--- src/rtl/fifo_lsram_pkg.sv ---
// Shared widths, types and default thresholds for the LSRAM-backed FIFO controller.
package fifo_lsram_pkg;

  localparam int FIFO_DWIDTH        = 32;
  localparam int FIFO_AWIDTH        = 9;
  localparam int FIFO_DEPTH         = 1 << FIFO_AWIDTH;
  localparam int FIFO_AFULL_THRESH  = 480;
  localparam int FIFO_AEMPTY_THRESH = 32;

  // One extra bit over the RAM address so full and empty stay distinguishable.
  typedef logic [FIFO_AWIDTH:0]   ptr_t;
  typedef logic [FIFO_AWIDTH:0]   cnt_t;
  typedef logic [FIFO_DWIDTH-1:0] data_t;

endpackage

--- src/rtl/fifo_lsram_ptr.sv ---
// Wrapping FIFO pointer: AWIDTH address bits plus a wrap bit, with async and sync clear.
module fifo_lsram_ptr
  import fifo_lsram_pkg::*;
#(
  parameter int AWIDTH = FIFO_AWIDTH
) (
  input  logic            clk,
  input  logic            rst_n,
  input  logic            srst,
  input  logic            inc,
  output logic [AWIDTH:0] ptr
);

  localparam logic [AWIDTH:0] PTR_ZERO = {(AWIDTH+1){1'b0}};
  localparam logic [AWIDTH:0] PTR_ONE  = {{AWIDTH{1'b0}}, 1'b1};

  logic [AWIDTH:0] ptr_r;

  // Pointer register; natural binary carry takes 511 -> 0 and flips the wrap bit.
  always_ff @(posedge clk or negedge rst_n) begin
    if (!rst_n) begin
      ptr_r <= PTR_ZERO;
    end else if (srst) begin
      ptr_r <= PTR_ZERO;
    end else if (inc) begin
      ptr_r <= ptr_r + PTR_ONE;
    end else begin
      ptr_r <= ptr_r;
    end
  end

  assign ptr = ptr_r;

endmodule

--- src/rtl/fifo_lsram_ctrl.sv ---
// FIFO controller for the 512x32 two-port LSRAM wrapper (write port B, read port A).
// Define FIFO_ALMOST_FLAGS_EN to build the registered AFULL/AEMPTY threshold flags.
module fifo_lsram_ctrl
  import fifo_lsram_pkg::*;
#(
  parameter int DWIDTH = FIFO_DWIDTH,
  parameter int AWIDTH = FIFO_AWIDTH
`ifdef FIFO_ALMOST_FLAGS_EN
  ,
  parameter int AFULL_THRESH  = FIFO_AFULL_THRESH,
  parameter int AEMPTY_THRESH = FIFO_AEMPTY_THRESH
`endif
) (
  input  logic              CLK,
  input  logic              ARST_N,
  input  logic              FLUSH,
  input  logic              WE,
  input  logic [DWIDTH-1:0] WDATA,
  input  logic              RE,
  output logic [DWIDTH-1:0] RDATA,
  output logic              RVALID,
  output logic              FULL,
  output logic              EMPTY,
  output logic [AWIDTH:0]   COUNT,
  output logic              OVERFLOW,
  output logic              UNDERFLOW,
`ifdef FIFO_ALMOST_FLAGS_EN
  output logic              AFULL,
  output logic              AEMPTY,
`endif
  output logic [DWIDTH-1:0] RAM_WD,
  output logic [AWIDTH-1:0] RAM_WADDR,
  output logic              RAM_WEN,
  output logic [AWIDTH-1:0] RAM_RADDR,
  output logic              RAM_REN,
  output logic              RAM_RD_EN,
  output logic              RAM_RD_SRST_N,
  input  logic [DWIDTH-1:0] RAM_RD
);

  localparam logic [AWIDTH:0] CNT_ZERO  = {(AWIDTH+1){1'b0}};
  localparam logic [AWIDTH:0] CNT_ONE   = {{AWIDTH{1'b0}}, 1'b1};
  localparam logic [AWIDTH:0] CNT_DEPTH = {1'b1, {AWIDTH{1'b0}}};
`ifdef FIFO_ALMOST_FLAGS_EN
  localparam logic [AWIDTH:0] CNT_AFULL  = (AWIDTH+1)'(AFULL_THRESH);
  localparam logic [AWIDTH:0] CNT_AEMPTY = (AWIDTH+1)'(AEMPTY_THRESH);
`endif

  logic            push_ok_s;
  logic            pop_ok_s;
  logic [AWIDTH:0] wptr_s;
  logic [AWIDTH:0] rptr_s;
  logic [AWIDTH:0] count_nxt_s;
  logic [AWIDTH:0] count_r;
  logic            full_r;
  logic            empty_r;
  logic [1:0]      vld_r;
  logic            ovf_r;
  logic            udf_r;
  logic [1:0]      ptr_msb_unused_s;
`ifdef FIFO_ALMOST_FLAGS_EN
  logic            afull_r;
  logic            aempty_r;
`endif

  // Requests are ignored while in reset or during a flush cycle.
  assign push_ok_s = WE & ~full_r  & ~FLUSH & ARST_N;
  assign pop_ok_s  = RE & ~empty_r & ~FLUSH & ARST_N;

  fifo_lsram_ptr #(.AWIDTH(AWIDTH)) u_wptr (
    .clk   (CLK),
    .rst_n (ARST_N),
    .srst  (FLUSH),
    .inc   (push_ok_s),
    .ptr   (wptr_s)
  );

  fifo_lsram_ptr #(.AWIDTH(AWIDTH)) u_rptr (
    .clk   (CLK),
    .rst_n (ARST_N),
    .srst  (FLUSH),
    .inc   (pop_ok_s),
    .ptr   (rptr_s)
  );

  // Wrap bits are kept on the pointers for debug visibility; occupancy comes from COUNT.
  assign ptr_msb_unused_s = {wptr_s[AWIDTH], rptr_s[AWIDTH]};

  // Next occupancy: a simultaneous push and pop leaves it unchanged.
  always_comb begin
    count_nxt_s = count_r;
    if (FLUSH) begin
      count_nxt_s = CNT_ZERO;
    end else if (push_ok_s && !pop_ok_s) begin
      count_nxt_s = count_r + CNT_ONE;
    end else if (!push_ok_s && pop_ok_s) begin
      count_nxt_s = count_r - CNT_ONE;
    end else begin
      count_nxt_s = count_r;
    end
  end

  // Occupancy, status flags and reject pulses, all derived from the next-state count.
  always_ff @(posedge CLK or negedge ARST_N) begin
    if (!ARST_N) begin
      count_r  <= CNT_ZERO;
      full_r   <= 1'b0;
      empty_r  <= 1'b1;
      ovf_r    <= 1'b0;
      udf_r    <= 1'b0;
`ifdef FIFO_ALMOST_FLAGS_EN
      afull_r  <= 1'b0;
      aempty_r <= 1'b1;
`endif
    end else begin
      count_r  <= count_nxt_s;
      full_r   <= (count_nxt_s == CNT_DEPTH);
      empty_r  <= (count_nxt_s == CNT_ZERO);
      ovf_r    <= WE & full_r  & ~FLUSH;
      udf_r    <= RE & empty_r & ~FLUSH;
`ifdef FIFO_ALMOST_FLAGS_EN
      afull_r  <= (count_nxt_s >= CNT_AFULL);
      aempty_r <= (count_nxt_s <= CNT_AEMPTY);
`endif
    end
  end

  // Two-stage valid pipe matching the array latch plus the RAM output register.
  always_ff @(posedge CLK or negedge ARST_N) begin
    if (!ARST_N) begin
      vld_r <= 2'b00;
    end else if (FLUSH) begin
      vld_r <= 2'b00;
    end else begin
      vld_r <= {vld_r[0], pop_ok_s};
    end
  end

  assign RAM_WEN       = push_ok_s;
  assign RAM_WADDR     = wptr_s[AWIDTH-1:0];
  assign RAM_WD        = WDATA;
  assign RAM_REN       = pop_ok_s;
  assign RAM_RADDR     = rptr_s[AWIDTH-1:0];
  assign RAM_RD_EN     = 1'b1;
  assign RAM_RD_SRST_N = ~(FLUSH & ARST_N);

  assign RDATA     = RAM_RD;
  assign RVALID    = vld_r[1];
  assign COUNT     = count_r;
  assign FULL      = full_r;
  assign EMPTY     = empty_r;
  assign OVERFLOW  = ovf_r;
  assign UNDERFLOW = udf_r;
`ifdef FIFO_ALMOST_FLAGS_EN
  assign AFULL     = afull_r;
  assign AEMPTY    = aempty_r;
`endif

endmodule

--- config.mk ---
export PLATFORM = sky130hd
export DESIGN_NAME = fifo_lsram_ctrl
export DESIGN_NICKNAME = d
export VERILOG_FILES = /design/src/rtl/fifo_lsram_pkg.sv /design/src/rtl/fifo_lsram_ptr.sv /design/src/rtl/fifo_lsram_ctrl.sv
export SDC_FILE = /design/constraint.sdc
export NUM_CORES = 1
export LEC_CHECK = 0
export ABC_AREA = 0
export BUFFER_PORTS_ARGS = -buffer_cell sky130_fd_sc_hd__buf_4
export CORE_MARGIN = 4
export CORE_UTILIZATION = 30
export DETAILED_ROUTE_END_ITERATION = 8
export MAX_ROUTING_LAYER = met4
export PLACE_DENSITY_LB_ADDON = 0.25
export SETUP_SLACK_MARGIN = 0.05
export SLEW_MARGIN = 20
export SYNTH_ARGS = -nofsm -noshare
export SYNTH_HDL_FRONTEND = slang
export SYNTH_HIERARCHICAL = 1
export SYNTH_SLANG_ARGS = --single-unit
--- constraint.sdc ---
create_clock -name CLK -period 2.5 [get_ports CLK]
set_input_delay 0.625 -clock CLK [delete_from_list [all_inputs] [get_ports CLK]]
set_output_delay 0.625 -clock CLK [all_outputs]
set_load 0.1 [all_outputs]
; ---- After elaboration in Yosys (flattened, before gate mapping)
; Cells that the tools add are included.
[totals]
reg_bits = 36
in_bits = 69
output_inout_bits = 101
wordCells = 43
[op_classes]
add_sub_neg = 4
n_eq_ne = 1
muxes = 8
n_bitwise = 15
n_reduce_logical = 7
[ops]
columns = cell, n
row1 = 10-bit two-way mux, 7
row2 = 10-bit by 1-bit adder with 10-bit output (second input constant), 3
row3 = 1-bit AND, 11
row4 = 10-bit equality test (second input constant), 1
row5 = 10-bit zero test, 1
row6 = 10-bit by 1-bit subtractor with 10-bit output (second input constant), 1
row7 = 1-bit inverter, 4
row8 = 2-bit nonzero test, 2
row9 = 1-bit logical AND, 2
row10 = 1-bit zero test, 2
row11 = 2-bit two-way mux, 1

; ---- Longest topological paths before layout
; Gate-level depths: netlist of the first run.
[logic_depth]
depth_word = 10
ltp_mapped = 9
depth_no_buf = 8

; ---- Cells and area by module
; The synthesis of the first run kept the hierarchy.
[modules_own_cells]
columns = module, instances, cells_per_inst, area_per_inst_um2, seq_area_each_um2
row1 = fifo_lsram_ctrl, 1, 176, 1546.5, 401.6
row2 = fifo_lsram_ptr, 2, 47, 495.5, 250.2

; ---- Least setup slack after synthesis of the first run
; Ideal clock, no wire load.
[synth_path]
kind = reg-to-reg
from = register full_r, in the netlist FULL
to = register empty_r, in the netlist EMPTY
setup_ns = 0.105
t_arrival_ns = 3.119
required_time_ns = 2.395
slack_ns = -0.724
stages_incl_launch_ff = 7
path_buffers = 0
period_less_slack_ns = 3.224
cell_sequence = dfrtp_1 -> and2b_2 -> or4_1 -> o32ai_1 -> mux2_2 -> or4_4 -> a2111oi_2
[synth_via]
elab_chain_len = 10
word_cells_on_any_way = 11
cone_classes = mux: 3 / bitwise: 4 / reduce/logical: 4
[synth_rtl]
columns = element, line_no
row1 = "start, declared", fifo_lsram_ctrl.sv:55  ; logic full_r;
row2 = "start signal, assigned", fifo_lsram_ctrl.sv:117  ; full_r <= (count_nxt_s == CNT_DEPTH);
row3 = 1-bit inverter (*), fifo_lsram_ctrl.sv:67  ; assign push_ok_s = WE & ~full_r & ~FLUSH & ARST_N;
row4 = 1-bit AND (*) (3 in series), fifo_lsram_ctrl.sv:67
row5 = 1-bit zero test, fifo_lsram_ctrl.sv:96  ; end else if (!push_ok_s && pop_ok_s) begin
row6 = 1-bit logical AND, fifo_lsram_ctrl.sv:96
row7 = 10-bit two-way mux, fifo_lsram_ctrl.sv:96
row8 = 10-bit two-way mux (*), fifo_lsram_ctrl.sv:94  ; end else if (push_ok_s && !pop_ok_s) begin
row9 = 10-bit two-way mux (*), fifo_lsram_ctrl.sv:92  ; if (FLUSH) begin
row10 = via count_nxt_s[7], fifo_lsram_ctrl.sv:53  ; logic [AWIDTH:0] count_nxt_s;
row11 = 10-bit zero test (*), fifo_lsram_ctrl.sv:118  ; empty_r <= (count_nxt_s == CNT_ZERO);
row12 = "end signal, assigned", fifo_lsram_ctrl.sv:118
row13 = "end, declared", fifo_lsram_ctrl.sv:56  ; logic empty_r;
; Mark *: on every way through the listed nets, which the timed path passes. The rest lies on a longest branch.
; A chain may end at the register's enable or synchronous reset.

; ---- Worst setup path in the final report of the first run
[layout_path]
from = input FLUSH
to = register empty_r, in the netlist EMPTY
[layout_via]
elab_chain_len = 9
word_cells_on_any_way = 13
cone_classes = mux: 3 / bitwise: 5 / reduce/logical: 5
[layout_rtl]
columns = element, line_no
row1 = "start, declared", fifo_lsram_ctrl.sv:16  ; input logic FLUSH,
row2 = 1-bit inverter, "fifo_lsram_ctrl.sv:67, fifo_lsram_ctrl.sv:68"
row3 = 1-bit AND (2 in series), fifo_lsram_ctrl.sv:67
row4 = 1-bit zero test, fifo_lsram_ctrl.sv:96
row5 = 1-bit logical AND, fifo_lsram_ctrl.sv:96
row6 = 10-bit two-way mux, fifo_lsram_ctrl.sv:96
row7 = 10-bit two-way mux, fifo_lsram_ctrl.sv:94
row8 = 10-bit two-way mux (*), fifo_lsram_ctrl.sv:92
row9 = 10-bit zero test (*), fifo_lsram_ctrl.sv:118
; Mark *: on every way between the ends. The rest lies on a longest branch, timed or not.

==> results of run 1 <==
==> registers in the layout, indices dropped and copies added (netlist names) <==
register    cells
COUNT          10
u_wptr/ptr      9
u_rptr/ptr      9
FULL            1
UNDERFLOW       1
vld_r           2
EMPTY           1
OVERFLOW        1
==> worst max-delay path: cells and delay by family <==
family | cells | cell delay [ns]
AND/OR/NAND/NOR | 3 | 1.20
buffers and inverters | 1 | 0.12
AO/OA/AOI/OAI | 3 | 0.82
==> repair_timing <==
action                     in CTS  in global routing
buffers inserted                0                  0
setup endpoints to repair       2                  2
resized for setup               1                  1
==> worst max path at each step <==
stage / to / slack [ns] / cells past startpoint / from
CTS: EMPTY / -0.06 / 6 / EMPTY
global route: EMPTY / -0.17 / 6 / EMPTY
finish: EMPTY / -0.07 / 7 / FLUSH
global placement: EMPTY / -0.31 / 7 / FLUSH
detailed placement: FULL / -0.38 / 7 / FLUSH
floorplan: EMPTY / -0.30 / 7 / EMPTY
==> layout make-up <==
type                    count  area (um2)  area share
clock buffers               7        86.3      0.0321
inverters                   7        30.0      0.0112
multi-input cells         144        1050       0.390
flip-flops and latches     34         871       0.324
well taps                 102         128      0.0475
repair buffers             70         526       0.195
==> power by group <==
| group | total [mW] | internal (mW) | switching (mW) |
|---|---|---|---|
| sequential | 0.593 | 0.575 | 0.0176 |
| combinational | 0.389 | 0.123 | 0.265 |
| clock | 0.415 | 0.219 | 0.197 |
| total | 1.40 | 0.917 | 0.480 |
==> per-stage QoR <==
step | setup TNS, ns | cells | power [mW]
final | -0.115 | 364 | 1.40
after global routing | -0.286 | 364 | 1.47
after CTS | -0.125 | 364 | 1.42
after detailed placement | -0.761 | 357 | 0.993
after global placement | -0.611 | 357 | 0.993
after floorplan | -0.575 | 260 | 1.36
==> layer usage <==
layer / track usage / vias to the layer above / share of wire
met1: 0.153 / 860 / 0.46
met2: 0.180 / 57 / 0.44
met3: 0.0414 / 21 / 0.070
met4: 0.0575 / 0 / 0.026
met5: - / - / 0
li1: - / 835 / -
==> results.json, run 1 <==
{
  "failed_checks": "negative setup slack",
  "critPathKind": "in -> reg",
  "die_area_mm2": 0.00962,
  "final_cell_mix": "buf_4, dfrtp_1, nor2_1",
  "postLayoutCoreUtil": 0.344,
  "clk_pin_slew_ns": 0.07,
  "grt_use_total": 0.123,
  "synth_cells": 260,
  "htreeDepth": 2,
  "finalMaxSlewViolations": 0,
  "rows": 32,
  "r2r-end": "EMPTY",
  "fin_skew_ns": 0.00427,
  "place.gp.congestion": 0.813,
  "power_leakage_nw": 1.23,
  "peakVddDrop_uv": 201,
  "remaining_drc_errors": 0,
  "power.density_mw_per_mm2": 519,
  "cp.required_ns": 2.69,
  "hpwl_um": 4160,
  "cp_slowest_cell": "or4_4",
  "final_hold_viol_count": 0,
  "yosysWarningCount": 6,
  "grt_max_degree": 34,
  "synth_nets": 333,
  "wl_per_cell_um": 15.4,
  "pre_cts_ws_ns": -0.385,
  "finalSetupViolations": 2,
  "cp_max_fo": 4,
  "cts.sinks": 34,
  "die_x_um": 98.1,
  "worstPathCellList": "buf_4 > nand4bb_4 > or3_4 > o32a_1 > a221o_1 > or4_4 > a2111oi_4",
  "cpPeakStageDelay_ns": 0.57,
  "clk_path_buf_depth": 2,
  "dpl_cell_area_mm2": 0.00259,
  "grt_pass1_vias": 1870,
  "syn2layout_area_growth_pct": 10.4,
  "cap_viol_max_count": 0,
  "final_common_cell": "buf_4",
  "firstDrtPassIters": 4,
  "rsz0062_at_grt": "yes",
  "grt_pass1_wl_um": 9370,
  "ant_nets": 0,
  "start_kind": "primary input",
  "postCtsHoldBufs": 0,
  "cts_tree": "yes",
  "layout_setup_ws_ns": -0.0747,
  "fin_hold_ws_ns": 0.283,
  "final_area_mm2": 0.00269,
  "drive_gt1_frac": 0.401,
  "overflow": 0,
  "die_y_um": 98.1,
  "r2r_cells": 6,
  "hp-class": "in -> async",
  "fmaxAchievable_mhz": 388,
  "post-route-period-util": 1.03,
  "end_kind": "flip-flop",
  "wl_um": 5590,
  "reg2reg_slack_ns": -0.07,
  "worstReg2RegStart": "EMPTY",
  "synth_area_per_cell_um2": 9.36,
  "ios": 170,
  "start_util": 0.312,
  "post-route-min-period_ns": 2.57,
  "antenna_found_initial": 0,
  "n_antenna_cell": 0,
  "fill_cells": 812,
  "viasPerCell": 4.87,
  "cts_root_buf": "clkbuf_8",
  "synthesis.area_mm2": 0.00243,
  "clock_latency_ns": 0.28,
  "coreArea_mm2": 0.00781,
  "status": "complete, but fails checks",
  "vias": 1773,
  "final_nets": 335,
  "port_buffers": 40,
  "cts-buffers-inserted": 5,
  "arrival_ns": 2.76,
  "drt_iter0_drc": 65
}
(Power assumes the default switching activity.)
==> run 2, diff against run 1 <==
--- a/config.mk
+++ b/config.mk
@@ -12,6 +12,7 @@
 export DETAILED_ROUTE_END_ITERATION = 8
 export MAX_ROUTING_LAYER = met4
 export PLACE_DENSITY_LB_ADDON = 0.25
+export REMOVE_ABC_BUFFERS = 1
 export SETUP_SLACK_MARGIN = 0.05
 export SLEW_MARGIN = 20
 export SYNTH_ARGS = -nofsm -noshare
==> run 2 against run 1 <==
Effect of this change: the flow still finishes with violations (negative setup slack); maximum frequency decreased by 1.8%; power increased by 16%; combinational power increased by 5%; global-route usage increased by 9.2 points; first-iteration DRC count increased by 100%; sequential cell count unchanged; die area unchanged; wire length increased by 82%; worst setup slack got worse by 0.048 ns; clock skew increased by 0.0041 ns; count of clock-buffer cells in the layout decreased by 1.
==> results.json, run 2 (synthesis results as in run 1) <==
{
  "hpwl_um": 8420,
  "finalSetupViolations": 2,
  "final_hold_viol_count": 0,
  "final_nets": 342,
  "remaining_drc_errors": 0,
  "overflow": 0,
  "fin_skew_ns": 0.00836,
  "port_buffers": 40,
  "critPathKind": "in -> reg",
  "htreeDepth": 2,
  "wl_per_cell_um": 27.4,
  "start_kind": "primary input",
  "cts_tree": "yes",
  "start_util": 0.312,
  "instances_no_fill": 372,
  "dpl_cell_area_mm2": 0.00254,
  "cp.required_ns": 2.69,
  "finalMaxSlewViolations": 0,
  "ios": 170,
  "dp.cells": 358,
  "die_y_um": 98.1,
  "status": "complete, but fails checks",
  "power.density_mw_per_mm2": 579,
  "ant_nets": 0,
  "power_mw": 1.62,
  "clk_pin_slew_ns": 0.07,
  "clk_path_buf_depth": 2,
  "n_antenna_cell": 0,
  "drt_iter0_drc": 131,
  "die_area_mm2": 0.00962,
  "post-route-min-period_ns": 2.62,
  "grt_use_total": 0.215,
  "fin_hold_ws_ns": 0.283,
  "tns_ns": -0.241,
  "syn2layout_area_growth_pct": 15.2,
  "peakVddDrop_uv": 394,
  "postLayoutCoreUtil": 0.359,
  "rsz0062_at_grt": "yes",
  "layout_setup_ws_ns": -0.123,
  "place.gp.congestion": 0.849,
  "antenna_found_initial": 0,
  "wl_um": 10200,
  "viasPerCell": 5.19,
  "largest_register_ffs": 10,
  "drive_gt1_frac": 0.378,
  "final_cell_mix": "buf_4, dfrtp_1, nor2_1",
  "failed_checks": "negative setup slack",
  "grt_max_degree": 36,
  "rows": 32,
  "hp-class": "in -> async",
  "vias": 1930,
  "fmaxAchievable_mhz": 381,
  "r2r_cells": 7,
  "pre_cts_ws_ns": -0.568,
  "coreArea_mm2": 0.00781,
  "reg2reg_slack_ns": -0.08,
  "clock_latency_ns": 0.29,
  "fill_cells": 788,
  "cap_viol_max_count": 0,
  "grt_pass1_vias": 1870,
  "power_leakage_nw": 1.32,
  "final_common_cell": "buf_4",
  "final_area_mm2": 0.00281,
  "cts_root_buf": "clkbuf_8",
  "cp_max_fo": 2,
  "die_x_um": 98.1,
  "grt_pass1_wl_um": 14200,
  "end_kind": "flip-flop",
  "cts.sinks": 34,
  "post-route-period-util": 1.05,
  "cts-buffers-inserted": 5,
  "arrival_ns": 2.81,
  "firstDrtPassIters": 4
}
[run 2: cell count changes in the layout (fill, tap and decap cells not counted), moves of 2 or more]
cell       change
bufinv_16      +2
dfrtp_2        -6
buf_6          +6
dfrtp_1        +8
dfrtp_4        -2
[run 2: final timing paths]
check | start | end
worst max-delay path | FLUSH | EMPTY
worst min-delay path | ARST_N | u_rptr/ptr[7]
worst max register to register | FULL | EMPTY
worst min register to register | vld_r[0] | vld_r[1]
max in group asynchronous | ARST_N | EMPTY
min in group CLK | vld_r[0] | vld_r[1]
[run 2: layout make-up]
type | instances | area, um2 | area share
Clock buffer | 6 | 82.6 | 0.0294
Clock inverter | 2 | 60.1 | 0.0214
Inverter | 7 | 26.3 | 0.00937
Multi-Input combinational cell | 144 | 1060 | 0.376
Sequential cell | 34 | 852 | 0.304
Tap cell | 102 | 128 | 0.0455
Timing Repair Buffer | 77 | 601 | 0.214
[run 2: repair_timing]
action / 4_1_cts / 5_1_grt
gates resized for setup: 11 / 3
buffers inserted: 4 / 2
setup endpoints to repair: 2 / 3
hold buffers: 0 / 0
pin swaps: 8 / 4
[run 2: routing by layer]
layer  global-route usage  share of wire  up-vias  wire length (um)
met5                    -              0        -                 0
met4               0.0447          0.015        0               148
met3                0.255           0.26       10              2650
met2                0.251           0.37      160              3770
met1                0.230           0.36      906              3630
li1                     -              -      854                 -
[run 2: critical path, stage by stage]
cell and delay, ns:
buf_6 0.10, nand4bb_4 0.23, buf_6 0.14, or3_4 0.32, o32a_1 0.31, a221o_1 0.30
or4_4 0.58, a2111oi_4 0.20
[run 2: where the power goes]
| part | switching, mW | internal, mW | leakage, nW |
|---|---|---|---|
| clock network | 0.209 | 0.426 | 0.0714 |
| registers | 0.0117 | 0.570 | 0.469 |
| logic | 0.277 | 0.131 | 0.777 |
